--- config.mk ---
export PLATFORM = sky130hd
export DESIGN_NAME = img2col_window_pu
export DESIGN_NICKNAME = d
export VERILOG_FILES = /design/src/rtl/img2col_pkg.sv /design/src/rtl/img2col_col_shifter.sv /design/src/rtl/img2col_window_pu.sv
export SDC_FILE = /design/constraint.sdc
export NUM_CORES = 1
export LEC_CHECK = 0
export ABC_AREA = 1
export BUFFER_PORTS_ARGS = -buffer_cell sky130_fd_sc_hd__buf_4
export CELL_PAD_IN_SITES_DETAIL_PLACEMENT = 1
export CELL_PAD_IN_SITES_GLOBAL_PLACEMENT = 1
export CORE_MARGIN = 4
export CORE_UTILIZATION = 34
export CTS_CLUSTER_DIAMETER = 120
export DETAILED_ROUTE_END_ITERATION = 12
export PLACE_DENSITY_LB_ADDON = 0.1
export SLEW_MARGIN = 20
export SYNTH_ARGS = -nofsm -noshare
export SYNTH_HDL_FRONTEND = slang
export SYNTH_HIERARCHICAL = 1
export SYNTH_SLANG_ARGS = --single-unit
--- constraint.sdc ---
create_clock -name clk -period 6.8 [get_ports clk]
set_clock_uncertainty 0.1 [all_clocks]
set_input_delay 1.36 -clock clk [delete_from_list [all_inputs] [get_ports clk]]
set_output_delay 1.36 -clock clk [all_outputs]
set_load 0.02 [all_outputs]
--- src/rtl/img2col_pkg.sv ---
// Shared types and helpers for the img2col window processing unit.
package img2col_pkg;

  typedef enum logic [1:0] {
    IDLE = 2'd0,
    FILL = 2'd1,
    EMIT = 2'd2,
    DONE = 2'd3
  } pu_state_t;

  localparam int DEF_K      = 5;
  localparam int DEF_DATA_W = 16;

  // Column of the default geometry; parametrised instances size their own buses.
  typedef logic [DEF_K*DEF_DATA_W-1:0] col_t;

  // A zero stride would never advance the window; beyond K columns would be skipped.
  function automatic int clamp_stride(input int stride, input int k);
    if (stride == 0) return 1;
    if (stride > k) return k;
    return stride;
  endfunction

endpackage

--- src/rtl/img2col_col_shifter.sv ---
// K-column window shift register: new columns enter at c=K-1, the column
// leaving c=0 is offered on a registered retire port when enabled.
module img2col_col_shifter
  import img2col_pkg::*;
#(
  parameter int K      = 5,
  parameter int DATA_W = 16
) (
  input  logic                    clk,
  input  logic                    rst,
  input  logic                    load,
  input  logic                    pad,
  input  logic                    retire_en,
  input  logic [K*DATA_W-1:0]     col_in,
  output logic [K*K*DATA_W-1:0]   win,
  output logic                    retire_valid,
  output logic [K*DATA_W-1:0]     retire_data
);

  localparam int CW = K * DATA_W;

  logic [CW-1:0] cols_reg [K];
  logic [CW-1:0] tail_next;

  assign tail_next = pad ? '0 : col_in;

  always_ff @(posedge clk) begin
    if (rst) begin
      for (int c = 0; c < K; c++) cols_reg[c] <= '0;
    end else if (load) begin
      for (int c = 0; c < K - 1; c++) cols_reg[c] <= cols_reg[c+1];
      cols_reg[K-1] <= tail_next;
    end
  end

  genvar gi;
  generate
    for (gi = 0; gi < K; gi++) begin : g_win
      assign win[gi*CW +: CW] = cols_reg[gi];
    end
  endgenerate

  always_ff @(posedge clk) begin
    if (rst) begin
      retire_valid <= 1'b0;
      retire_data  <= '0;
    end else begin
      retire_valid <= load & retire_en;
      if (load && retire_en) retire_data <= cols_reg[0];
    end
  end

endmodule

--- src/rtl/img2col_window_pu.sv ---
// img2col processing unit: gathers K-pixel columns into a KxK window and emits
// one flattened window per handshake, stepping by a runtime stride.
module img2col_window_pu
  import img2col_pkg::*;
#(
  parameter int DATA_W = 16,
  parameter int K      = 5,
  parameter int CNT_W  = 16
) (
  input  logic                      clk,
  input  logic                      rst,
  input  logic                      start,
  input  logic [$clog2(K+1)-1:0]    cfg_stride,
  input  logic [CNT_W-1:0]          cfg_windows,
  input  logic                      cfg_src,
  input  logic                      axi_col_valid,
  input  logic [K*DATA_W-1:0]       axi_col_data,
  input  logic                      nb_in_valid,
  input  logic [K*DATA_W-1:0]       nb_in_data,
  input  logic                      in_pad,
  output logic                      col_ready,
  output logic                      win_valid,
  input  logic                      win_ready,
  output logic [K*K*DATA_W-1:0]     win_data,
  output logic                      nb_out_valid,
  output logic [K*DATA_W-1:0]       nb_out_data,
  output logic                      busy,
  output logic                      row_done
);

  localparam int SW = $clog2(K + 1);

  pu_state_t         state_reg, state_next;
  logic [SW-1:0]     stride_reg, col_cnt_reg, need_cnt;
  logic [CNT_W-1:0]  windows_reg, win_cnt_reg;
  logic              src_reg, filled_reg;
  logic              sel_valid, accept, last_col, handshake, last_win;
  logic [K*DATA_W-1:0] sel_data;

  assign sel_valid = src_reg ? nb_in_valid : axi_col_valid;
  assign sel_data  = src_reg ? nb_in_data  : axi_col_data;

  assign col_ready = (state_reg == FILL);
  assign win_valid = (state_reg == EMIT);
  assign busy      = (state_reg != IDLE);
  assign row_done  = (state_reg == DONE);

  assign accept    = col_ready & sel_valid;
  // The first window needs a full K columns; later ones only the stride.
  assign need_cnt  = filled_reg ? stride_reg : SW'(K);
  assign last_col  = accept && ((col_cnt_reg + SW'(1)) == need_cnt);
  assign handshake = win_valid & win_ready;
  assign last_win  = (win_cnt_reg + CNT_W'(1)) == windows_reg;

  always_comb begin
    state_next = state_reg;
    case (state_reg)
      IDLE:    if (start) state_next = (cfg_windows == '0) ? DONE : FILL;
      FILL:    if (last_col) state_next = EMIT;
      EMIT:    if (handshake) state_next = last_win ? DONE : FILL;
      DONE:    state_next = IDLE;
      default: state_next = IDLE;
    endcase
  end

  always_ff @(posedge clk) begin
    if (rst) begin
      state_reg   <= IDLE;
      stride_reg  <= '0;
      windows_reg <= '0;
      win_cnt_reg <= '0;
      col_cnt_reg <= '0;
      src_reg     <= 1'b0;
      filled_reg  <= 1'b0;
    end else begin
      state_reg <= state_next;
      if (state_reg == IDLE && start) begin
        stride_reg  <= SW'(clamp_stride(int'(cfg_stride), K));
        windows_reg <= cfg_windows;
        src_reg     <= cfg_src;
        win_cnt_reg <= '0;
        col_cnt_reg <= '0;
        filled_reg  <= 1'b0;
      end
      if (accept) col_cnt_reg <= last_col ? '0 : col_cnt_reg + SW'(1);
      if (last_col) filled_reg <= 1'b1;
      if (handshake) win_cnt_reg <= win_cnt_reg + CNT_W'(1);
    end
  end

  // Shift-outs during the initial fill are stale data and stay internal.
  img2col_col_shifter #(
    .K      (K),
    .DATA_W (DATA_W)
  ) u_shifter (
    .clk          (clk),
    .rst          (rst),
    .load         (accept),
    .pad          (in_pad),
    .retire_en    (filled_reg),
    .col_in       (sel_data),
    .win          (win_data),
    .retire_valid (nb_out_valid),
    .retire_data  (nb_out_data)
  );

endmodule

; ---- Word-level counts from Yosys, hierarchy flattened
; Memories as Yosys holds them, arrays and structs flattened.
; Index checks and enable logic that the tools add are counted.
; Widths: inputs -> output; s select.
[classes]
add_sub_neg = 2
multipliers = 0
div = 0
magnitude_cmp = 1
eq_ne = 8
n_shift = 0
muxes = 38
bitwise_logic = 8
n_reduce_logical = 11
[ops]
columns = operator, n
row1 = $mux 80, 7
row2 = $mux 16, 2
row3 = $mux 3, 7
row4 = $add 16x1->16 const B, 1
row5 = $eq 16x16->1, 1
row6 = $logic_not 16->1, 1
row7 = $mux 1, 16
row8 = $mux 2, 5
row9 = $pmux 2 s4, 1
row10 = $reduce_bool 2->1, 4
row11 = $or 1x1->1, 5
row12 = $eq 2x2->1 const B, 2
row13 = $ne 2x1->1 const B, 2
row14 = $add 3x1->3 const B, 1
row15 = $and 1x1->1, 3
row16 = $eq 3x3->1, 1
row17 = $gt 3x3->1 const B, 1
row18 = $logic_and 1x1->1, 3
row19 = $logic_not 3->1, 1
row20 = $reduce_and 3->1, 1
row21 = $eq 2x1->1 const B, 1
row22 = $logic_not 2->1, 1
row23 = $ne 2x2->1 const B, 1
[totals]
regBits = 123
latchBits = 0
ramBits = 400
mem_bits_ro = 0
in_bits = 187
out_inout_bits = 485
elab_cells = 78
n_memories = 1
[memory_table]
columns = memory, words, word_bits, read_ports, rd_clocked_by_memory_dff, wr, line
row1 = u_shifter.cols_reg, 5, 80, 5, 0, 5, img2col_col_shifter.sv:22  ; logic [CW-1:0] cols_reg [K];

; ---- Depth between registers and ports, before layout
; Gate-level depths: netlist of run 1.
[depth]
ltp_word = 9
depth_mapped = 13
mapped_depth_nobuf = 13

; ---- Hierarchy
; Netlist of run 1, hierarchy kept.
[by_module_without_submodules]
columns = mod, instances, cells_each, area_each_um2, seq_area_each_um2
row1 = img2col_col_shifter, 1, 1756, 18552.8, 13633.1
row2 = img2col_window_pu, 1, 635, 3393.3, 840.8

; ---- Least setup slack after synthesis of run 1
; Ideal clock, no wire load.
[synth_timing]
path_type = input to register
start = input port nb_in_valid
end = memory u_shifter/cols_reg[0][0] in the netlist's numbering, enable pin
setup_ps = 599
arrival_ps = 6541
t_required_ps = 6101
path_slack_ps = -440
path_stages = 3
n_path_buf = 0
cell_sequence = nand2_1 a21oi_2 or2_2
[synth_lines]
columns = item, line
row1 = from (decl), img2col_window_pu.sv:18  ; input logic nb_in_valid,
row2 = to (decl), img2col_col_shifter.sv:22

==> out/results.tsv, run 1 <==
stage	metric	value	unit
run_status	status	completed	
timing	fin crit period	4.330	ns
synth	largest cells by area after synthesis	edfxtp_1, dfxtp_1, nor2_1, inv_1, nand2_1	
timing	endpoints failing hold	0	
floorplan	IO Pins	672	
setup_path	Crit path largest cell delay	0.80	ns
setup_path	Cell Chain, Critical Path	buf_4, clkinv_2, buf_4, nand2_4, buf_4, buf_4, nor2_1	
timing	endpoints failing setup	0	
clock_network	Post-CTS Setup Bufs	0	
routing	Detail Route Antenna Nets	0	
synth	yosys warns	6	
setup_path	FF-to-FF End	u_shifter/cols_reg[0][114]	
floorplan	Starting Density	0.3454	
placed_design	gpl congestion	0.8324	
routing	Wirelength per Cell	19.52	um
clock_network	cts repair resizes	0	
synth	post-synthesis net count	2580	
setup_path	Slowest cell on crit path	buf_4	
worst_hold_path	hold endpoint	windows_reg[10]	
floorplan	Row Count	92	
synth	Async SR Flop Fraction	0	
global_routing	global-route wire length before repair	110600	um
placed_design	IO buf count	671	
layout	fin nets	3235	
setup_path	Worst Path Arrival	4.53	ns
clock_network	number of clock sinks	523	
timing	max_slew headroom	0.3028	
floorplan	die span in x	262.1	um
global_routing	number of global-route vias before repair	17970	
worst_hold_path	Hold WC Path Type	reg -> reg	
timing	final worst path period share	0.6368	
setup_path	WS Path Type	in -> reg	
routing	router iterations before antenna repair	5	
synth	register area share after synthesis	0.6595	
placed_design	DP HPWL	58020	um
layout	diode count	0	
worst_hold_path	hold path depth	2	
synth	top cell type's share of synthesized area	0.5473	
setup_path	type of element capturing the critical path	flop	
layout	share of cells above drive strength 1	0.2574	
setup_path	worst reg-to-reg setup slack	2.70	ns
routing	DRT iter0 DRCs	1085	
clock_network	clock-pin slew on the worst setup and hold paths	0.06	ns
timing	total negative slack	0	ns
power_and_ir_drop	Leak	0.01437	uW
synth	Seq cells post-synth	523	
layout	number of flip-flops in the largest register	400	
layout	Layout Cells excl Fill	3942	
synth	EDFF count, synth	400	
clock_network	clk root buf	clkbuf_16	
clock_network	Post-CTS Hold Fix Bufs	0	
routing	via count	17450	
synth	Synth area leader	edfxtp_1	
synth	Mapped Cells	2391	
placed_design	placed insts	3831	
setup_path	Buf/Inv on CP	5	
global_routing	gr ovfl total	0	
routing	via/cell ratio	4.426	
routing	DRT Wirelength	76940	um
synth	top_reg_cell synth	edfxtp_1	
timing	worst hold margin	0.3756	ns
clock_network	TritonCTS clock tree	done	
timing	FMAX	230.9	MHz
setup_path	worst r2r path cells	7	
routing	Post-route DRC	0	
clock_network	Skew-Pair Late Insertion Delay	0.61	ns
power_and_ir_drop	Max rail drop VDD	0.1957	mV
clock_network	Num CTS Buffers	59	
layout	area grow syn2layout	35.11	%
setup_path	CP dominant cell by count	buf_4	
global_routing	initial antenna violation count	0	
synth	Post-Syn Area	0.02195	mm2
timing	Final Max Tran Viols	0	
timing	RSZ-0062 raised after global routing	no	
clock_network	htree depth	2	
global_routing	largest net degree at the start of global routing	162	
clock_network	clk buf depth	3	
setup_path	crit-path leading delay family	buffers and inverters	
power_and_ir_drop	PwrDens	282.7	mW/mm2
layout	fin util	0.4667	
setup_path	startpoint types	primary input	
setup_path	Worst Path Required	7.00	ns
layout	Fill cells	7394	
floorplan	die area	0.06868	mm2
setup_path	worst r2r src	src_reg	
synth	Cell variety after synth	34	
setup_path	crit path max fanout	87	
global_routing	All-Layer GR Usage	0.2133	
floorplan	core area	0.06354	mm2
synth	average size of a mapped cell	9.179	um2
timing	Tightest Pin Transition	1.046	ns
layout	area of the multi-input gates	0.005044	mm2
floorplan	die height	262.1	um
layout	sequential cell area	0.01448	mm2
run	Max Cap Violations	0	
worst_hold_path	Worst Hold Launch	windows_reg[10]	
[cell families after synthesis]
group	after synthesis	share of synthesized area
AO/OA/AOI/OAI	65	0.01596
XOR/XNOR	4	0.001597
adder cells (fa/ha/maj)	2	0.001140
buffers and inverters	619	0.1117
flip-flops	523	0.6595
AND/OR/NAND/NOR	1178	0.2100
[per-stage QoR]
stage	instance area (um2)	worst slack [ns]	power (uW)
after floorplan	21950	1.595	4614
after global placement	27750	1.879	5304
after detailed placement	27750	1.817	5329
after CTS	29650	2.446	8513
after global routing	29650	2.205	8759
final	29650	2.470	8383
[synthesized netlist by cell type (2+ instances only)]
| cell | instances |
|---|---|
| dfxtp_1 | 123 |
| nand4_1 | 8 |
| xnor2_1 | 2 |
| ha_1 | 2 |
| clkbuf_1 | 40 |
| nor2_4 | 3 |
| nor4_1 | 4 |
| inv_1 | 521 |
| nor2_2 | 3 |
| a21oi_1 | 34 |
| nand3_1 | 32 |
| buf_2 | 31 |
| nand3b_1 | 7 |
| nand2_1 | 514 |
| nand2_4 | 3 |
| o21ai_0 | 23 |
| edfxtp_1 | 400 |
| nor2_1 | 595 |
| buf_4 | 24 |
| nand2_2 | 5 |
| xor2_1 | 2 |
| inv_2 | 2 |
| a21oi_2 | 2 |
[per-layer routing]
layer,share of wire,vias up,track usage
met5,0,-,0
met1,0.38,8365,0.2436
met3,0.083,120,0.07083
li1,-,8489,-
met4,0.036,0,0.07420
met2,0.50,473,0.3751
[cell type report]
cell class | count | share of cell area
clock buffer | 77 | 0.05384
clock inverter | 34 | 0.01030
inverter | 523 | 0.06629
multi-input combinational | 1249 | 0.1701
sequential | 523 | 0.4882
tap | 846 | 0.03570
timing repair buffer | 690 | 0.1755
[where the power goes]
group,total (uW),leakage (uW),switching [uW],internal [uW]
logic,1350,0.00826,895,455
clock network,3140,0.000934,1280,1870
registers,3890,0.00518,160,3730
[how the worst max path moves through the flow]
stage	from	end	slack [ns]	depth (start not counted)
final	rst	u_shifter/cols_reg[0][114]	2.47	7
after floorplan	nb_in_valid	u_shifter/cols_reg[0][0]	1.59	3
after global routing	rst	u_shifter/cols_reg[0][113]	2.21	7
after CTS	rst	u_shifter/cols_reg[0][113]	2.45	7
after detailed placement	rst	u_shifter/cols_reg[0][195]	1.82	7
after global placement	rst	u_shifter/cols_reg[0][34]	1.88	7
[placed cells by master (no fill, tap or decap), types with 2 or more instances in the layout]
cell,synthesis,layout
a21oi_1,34,34
a21oi_2,2,2
buf_12,0,2
buf_4,24,688
bufinv_16,0,6
clkbuf_1,40,15
clkbuf_16,0,61
clkinv_1,0,14
clkinv_2,0,15
dfxtp_1,123,122
edfxtp_1,400,400
ha_1,2,2
inv_1,521,521
nand2_1,514,513
nand2_2,5,4
nand2_4,3,4
nand3_1,32,32
nand3b_1,7,7
nand4_1,8,8
nor2_1,595,595
nor2_2,3,3
nor2_4,3,3
nor4_1,4,4
o21ai_0,23,23
xnor2_1,2,2
xor2_1,2,2
[worst reg2reg max path, stage by stage (launching register included)]
cell     delay [ns]
dfxtp_4        0.35
buf_4          0.75
nand2_1        0.18
a21oi_2        0.56
nand2_4        0.51
buf_4          0.62
buf_4          0.55
nor2_1         0.30
(Power assumes the default switching activity.)
==> run 2, diff against run 1 <==
==> constraint.sdc (replaced) <==
create_clock -name clk -period 3.5 [get_ports clk]
set_clock_uncertainty 0.1 [all_clocks]
set_input_delay 0.7 -clock clk [delete_from_list [all_inputs] [get_ports clk]]
set_output_delay 0.7 -clock clk [all_outputs]
set_load 0.02 [all_outputs]
==> out/results.tsv, run 2 (synthesis gave the netlist of run 1 again) <==
stage	metric	value	unit	change
floorplan	Row Count	92		unchanged
routing	via/cell ratio	4.413		was 4.426
floorplan	die height	262.1	um	unchanged
floorplan	IO Pins	672		unchanged
power_and_ir_drop	Max rail drop VDD	0.3487	mV	was 0.1957 mV
layout	share of cells above drive strength 1	0.2614		was 0.2574
global_routing	All-Layer GR Usage	0.2144		was 0.2133
timing	endpoints failing hold	0		unchanged
timing	endpoints failing setup	0		unchanged
routing	DRT Wirelength	77850	um	was 76,940 um
routing	via count	17430		was 17,450
floorplan	die span in x	262.1	um	unchanged
clock_network	clk buf depth	3		unchanged
power_and_ir_drop	Flop pwr share	0.466		was 0.464
power_and_ir_drop	PwrDens	545.7	mW/mm2	was 282.7 mW/mm2
layout	number of flip-flops in the largest register	400		unchanged
global_routing	largest net degree at the start of global routing	162		unchanged
clock_network	Post-CTS Hold Fix Bufs	0		unchanged
global_routing	number of global-route vias before repair	17690		was 17,970
setup_path	worst reg-to-reg setup slack	0.96	ns	was 2.70 ns
timing	FMAX	394.4	MHz	
setup_path	Worst Path Required	3.88	ns	was 7.00 ns
worst_hold_path	Hold WC Path Type	in -> reg		was reg -> reg
global_routing	met2 usage	0.3726		was 0.3751
setup_path	crit path max fanout	161		was 87
placed_design	Placement Cell Area	0.02795	mm2	was 0.02775 mm2
power_and_ir_drop	clock network fraction of design power	0.371		was 0.375
clock_network	number of clock sinks	523		unchanged
layout	most common cell after layout, fill and taps aside	buf_4		unchanged
setup_path	worst r2r src	src_reg		unchanged
power_and_ir_drop	Pint	11740	uW	was 6051 uW
timing	worst hold margin	0.2417	ns	was 0.3756 ns
power_and_ir_drop	NetSw	4542	uW	was 2332 uW
global_routing	met1 usage	0.2495		was 0.2436
routing	DRT iter0 DRCs	960		was 1,085
layout	area grow syn2layout	35.92	%	was 35.11%
placed_design	DP HPWL	58970	um	was 58,020 um
clock_network	TritonCTS clock tree	done		unchanged
setup_path	WS Path Type	reg -> reg		was in -> reg
clock_network	htree depth	2		unchanged
timing	final worst path period share	0.7244		
layout	post-route cell area	0.02983	mm2	was 0.02965 mm2
clock_network	cts repair resizes	0		unchanged
power_and_ir_drop	Sw Ratio	0.2790		was 0.2781
setup_path	Worst Path Arrival	2.91	ns	was 4.53 ns
clock_network	clk root buf	clkbuf_16		unchanged
power_and_ir_drop	Pwr Total	16280	uW	was 8383 uW
timing	fin crit period	2.536	ns	
routing	Post-route DRC	0		unchanged
setup_path	type of element capturing the critical path	flop		unchanged
global_routing	initial antenna violation count	2		was 0
timing	total negative slack	0	ns	unchanged
routing	Wirelength per Cell	19.71	um	was 19.52 um
layout	fin nets	3243		was 3,235
placed_design	IO buf count	671		unchanged
clock_network	Num CTS Buffers	59		unchanged
timing	Tightest Pin Transition	1.057	ns	was 1.046 ns
layout	most frequent cells in the layout	buf_4, nor2_1, inv_1		unchanged
run_status	status	completed		unchanged
timing	Final Max Tran Viols	0		unchanged
clock_network	Post-CTS Setup Bufs	0		unchanged
floorplan	core area	0.06354	mm2	unchanged
global_routing	global route hottest layer	met2		unchanged
routing	Detail Route Antenna Nets	0		unchanged
setup_path	worst r2r path cells	5		was 7
global_routing	gr ovfl total	0		unchanged
timing	RSZ-0062 raised after global routing	no		unchanged
setup_path	FF-to-FF End	u_shifter/retire_data[52]		was u_shifter/cols_reg[0][114]
clock_network	Skew-Pair Late Insertion Delay	0.60	ns	was 0.61 ns
power_and_ir_drop	Combinational Power Share	0.163		was 0.161
global_routing	global-route wire length before repair	110800	um	was 110,600 um
layout	fin util	0.4694		was 0.4667
power_and_ir_drop	Leak	0.01445	uW	was 0.01437 uW
setup_path	startpoint types	flop		was primary input
run	Max Cap Violations	0		unchanged
placed_design	gpl congestion	0.8226		was 0.8324
clock_network	clock-pin slew on the worst setup and hold paths	0.06	ns	about the same
timing	max_slew headroom	0.2956		was 0.3028
setup_path	CP endpoint	u_shifter/retire_data[52]		was u_shifter/cols_reg[0][114]
global_routing	global routing usage on met3	0.07208		was 0.07083
setup_path	Worst Setup SP	src_reg		was rst
floorplan	Starting Density	0.3454		unchanged
routing	router iterations before antenna repair	4		was 5
floorplan	die area	0.06868	mm2	unchanged
## run 2: worst min-delay path by stage
stage / from / endpoint / cells after the start
after global placement: windows_reg[1] / windows_reg[1] / 2
after floorplan: windows_reg[1] / windows_reg[1] / 2
after CTS: cfg_windows[14] / windows_reg[14] / 3
after global routing: cfg_windows[15] / windows_reg[15] / 3
after detailed placement: win_cnt_reg[15] / win_cnt_reg[15] / 2
final: cfg_windows[14] / windows_reg[14] / 3
## run 2: power groups by stage
| stage | clock network (uW) | logic (uW) | registers (uW) |
|---|---|---|---|
| after floorplan | 0 | 805 | 8170 |
| after global placement | 0 | 2650 | 7700 |
| after detailed placement | 0 | 2690 | 7720 |
| after CTS | 6250 | 2690 | 7600 |
| after global routing | 6510 | 2860 | 7640 |
| final | 6040 | 2650 | 7590 |
## run 2: worst max-delay path, cell delays in order, from the launching register on
cell,delay (ns)
dfxtp_4,0.69
nand2_2,0.12
a21oi_4,0.38
nand2_8,0.57
nor2_1,0.38
nor2_1,0.08
## run 2: cell type report
cell class	count	area (um2)
fill	7449	33710
sequential	523	14480
timing repair buffer	698	5378
multi-input combinational	1249	5070
inverter	523	1966
clock buffer	86	1628
tap	846	1059
clock inverter	24	249.0
antenna	1	2.502
## run 2: per-stage QoR
| stage | cells | worst slack [ns] |
|---|---|---|
| finish | 3950 | 0.9645 |
| global placement | 3839 | 0.8959 |
| CTS | 3949 | 0.9346 |
| floorplan | 2391 | -0.9761 |
| global route | 3950 | 0.7342 |
| detailed placement | 3839 | 0.9038 |
## run 2: layer usage
metal  vias to the layer above  routed length (um)
li1                       8497                   -
met1                      8306               30020
met2                       500               38620
met3                       125                6626
met4                         2                2562
met5                         -                  13
==> run 3, diff against run 2 <==
--- a/config.mk
+++ b/config.mk
@@ -9,10 +9,10 @@
 export BUFFER_PORTS_ARGS = -buffer_cell sky130_fd_sc_hd__buf_4
 export CELL_PAD_IN_SITES_DETAIL_PLACEMENT = 1
 export CELL_PAD_IN_SITES_GLOBAL_PLACEMENT = 1
-export CORE_MARGIN = 4
-export CORE_UTILIZATION = 34
+export CORE_AREA = 4 4 260 262
 export CTS_CLUSTER_DIAMETER = 120
 export DETAILED_ROUTE_END_ITERATION = 12
+export DIE_AREA = 0 0 264 266
 export PLACE_DENSITY_LB_ADDON = 0.1
 export SLEW_MARGIN = 20
 export SYNTH_ARGS = -nofsm -noshare
==> constraint.sdc (replaced) <==
create_clock -name clk -period 2.55 [get_ports clk]
set_clock_uncertainty 0.1 [all_clocks]
set_input_delay 0.51 -clock clk [delete_from_list [all_inputs] [get_ports clk]]
set_output_delay 0.51 -clock clk [all_outputs]
set_load 0.02 [all_outputs]
==> out/results.tsv, run 3 (synthesis gave the netlist of run 1 again) <==
stage	metric	value	unit	change
power_and_ir_drop	PwrDens	752.0	mW/mm2	was 545.7 mW/mm2
floorplan	die height	266	um	was 262.1 um
layout	number of flip-flops in the largest register	400		unchanged
layout	fin util	0.4618		was 0.4694
global_routing	global-route wire length before repair	115200	um	was 110,800 um
power_and_ir_drop	Max rail drop VDD	0.5541	mV	was 0.3487 mV
timing	final worst path period share	0.8558		
power_and_ir_drop	Leak	0.01465	uW	was 0.01445 uW
placed_design	placed insts	3876		was 3,839
setup_path	Crit path largest cell delay	0.38	ns	was 0.69 ns
global_routing	largest net degree at the start of global routing	81		was 162
placed_design	DP HPWL	60700	um	was 58,970 um
timing	Tightest Pin Transition	1.004	ns	was 1.057 ns
placed_design	Placement Cell Area	0.02822	mm2	was 0.02795 mm2
setup_path	worst reg-to-reg setup slack	0.42	ns	was 0.96 ns
setup_path	worst r2r path cells	13		was 5
setup_path	WS Path Type	reg -> out		was reg -> reg
routing	Detail Route Antenna Nets	0		unchanged
routing	Wirelength per Cell	19.64	um	was 19.71 um
timing	endpoints failing hold	0		unchanged
clock_network	number of clock sinks	523		unchanged
timing	FMAX	458.2	MHz	
clock_network	Num CTS Buffers	58		was 59
timing	Final Max Tran Viols	0		unchanged
setup_path	Worst Path Required	1.94	ns	was 3.88 ns
clock_network	TritonCTS clock tree	done		unchanged
worst_hold_path	Worst Hold Launch	cfg_windows[15]		was cfg_windows[14]
placed_design	IO buf count	671		unchanged
floorplan	die span in x	264	um	was 262.1 um
placed_design	Setup WS pre-CTS	0.4250	ns	was 0.9038 ns
clock_network	clock-pin slew on the worst setup and hold paths	0.06	ns	about the same
setup_path	startpoint types	flop		unchanged
setup_path	crit path max fanout	4		was 161
layout	post-route cell area	0.03020	mm2	was 0.02983 mm2
layout	Fill cells	7558		was 7,449
global_routing	gr ovfl total	0		unchanged
timing	max_slew headroom	0.3309		was 0.2956
setup_path	type of element capturing the critical path	output pin		was flop
setup_path	worst r2r src	win_cnt_reg[0]		was src_reg
clock_network	Post-CTS Setup Bufs	0		unchanged
routing	router iterations before antenna repair	5		was 4
timing	RSZ-0062 raised after global routing	no		unchanged
floorplan	Starting Density	0.3356		was 0.3454
floorplan	die area	0.07022	mm2	was 0.06868 mm2
timing	post-route setup slack	0.3677	ns	was 0.9645 ns
routing	via/cell ratio	4.418		was 4.413
routing	Post-route DRC	0		unchanged
layout	most frequent cells in the layout	buf_4, nor2_1, inv_1		unchanged
worst_hold_path	Hold WC Path Type	in -> reg		unchanged
timing	fin crit period	2.182	ns	
floorplan	Row Count	94		was 92
worst_hold_path	hold path depth	3		unchanged
layout	fin nets	3262		was 3,243
routing	via count	17600		was 17,430
routing	DRT iter0 DRCs	948		was 960
global_routing	number of global-route vias before repair	18470		was 17,690
setup_path	Buf/Inv on CP	2		was 0
placed_design	gpl congestion	0.8589		was 0.8226
setup_path	Cell Chain, Critical Path	inv_1, nor2_1, buf_4		was nand2_2, a21oi_4, nand2_8, nor2_1, nor2_1
layout	diode count	0		was 1
layout	most common cell after layout, fill and taps aside	buf_4		unchanged
run	Max Cap Violations	0		unchanged
timing	total negative slack	0	ns	unchanged
clock_network	clk buf depth	3		unchanged
global_routing	initial antenna violation count	0		was 2
timing	endpoints failing setup	0		unchanged
setup_path	FF-to-FF End	state_reg[1]		was u_shifter/retire_data[52]
run_status	status	completed		unchanged
clock_network	cts repair resizes	0		unchanged
clock_network	clk root buf	clkbuf_16		unchanged
routing	DRT Wirelength	78250	um	was 77,850 um
setup_path	Slowest cell on crit path	dfxtp_1		was dfxtp_4
layout	share of cells above drive strength 1	0.2691		was 0.2614
clock_network	Skew-Pair Late Insertion Delay	0.61	ns	was 0.60 ns
floorplan	IO Pins	672		unchanged
clock_network	htree depth	2		unchanged
setup_path	crit-path leading delay family	flip-flops		was simple AND/OR/NAND/NOR gates
global_routing	All-Layer GR Usage	0.2142		was 0.2144
layout	Layout Cells excl Fill	3985		was 3,950
layout	area grow syn2layout	37.61	%	was 35.92%
worst_hold_path	hold endpoint	windows_reg[15]		was windows_reg[14]
floorplan	core area	0.06539	mm2	was 0.06354 mm2
setup_path	Worst Path Arrival	1.57	ns	was 2.91 ns
[run 3: cell count changes in the layout (fill, tap and decap cells not counted), moves of 2 or more]
cell / previous run / this run
clkbuf_8: 5 / 7
buf_12: 11 / 19
clkinv_4: 0 / 4
clkbuf_1: 22 / 8
clkbuf_16: 59 / 63
clkinv_1: 2 / 4
buf_4: 687 / 698
[run 3: power by group]
| group | internal [uW] | leakage, uW | switching [uW] |
|---|---|---|---|
| Sequential | 9930 | 0.00518 | 461 |
| Combinational | 1310 | 0.00848 | 2410 |
| Clock | 5080 | 0.000983 | 3510 |
[run 3: stage by stage]
stage / hold slack (ns) / power [uW]
after floorplan: 0.3433 / 12320
after global placement: 0.3587 / 14300
after detailed placement: 0.3721 / 14360
after CTS: 0.001445 / 23030
after global routing: 0.002697 / 23700
final: 0.04901 / 22710
[run 3: tightest hold or removal path, delay by kind of cell]
family                 cells  cell delay (ns)
AND/OR/NAND/NOR            2             0.12
buffers and inverters      1             0.09
[run 3: layout make-up]
| class | count | area, um2 | area share |
|---|---|---|---|
| repair buffers | 718 | 5630 | 0.1864 |
| well taps | 864 | 1081 | 0.03580 |
| multi-input cells | 1249 | 5070 | 0.1679 |
| inverters | 523 | 1972 | 0.06529 |
| clock inverters | 30 | 266.5 | 0.008825 |
| clock buffers | 78 | 1703 | 0.05639 |
| flip-flops and latches | 523 | 14480 | 0.4794 |
[run 3: worst max-delay path by stage]
stage               slack, ns      startpoint  cells past startpoint                       end
detailed placement       0.42  win_cnt_reg[0]                     13              state_reg[1]
finish                   0.37    state_reg[1]                      3                 win_valid
global route             0.17  win_cnt_reg[0]                     13              state_reg[1]
CTS                      0.33    state_reg[1]                      3                 win_valid
floorplan               -1.73     nb_in_valid                      3  u_shifter/cols_reg[0][0]
global placement         0.46  win_cnt_reg[0]                     13              state_reg[1]
[run 3: layer usage]
layer  track usage  vias up  share of wire
met4       0.05440        0          0.026
li1              -     8544              -
met3       0.05605      103          0.062
met2        0.3876      458           0.51
met5             0        -              0
met1        0.2544     8499           0.40
[run 3: repair_timing]
item | 4_1_cts | 5_1_grt
hold buffers | 1 | 0
endpoints found under the setup margin | 0 | 0
hold endpoints to repair | 1 | 0
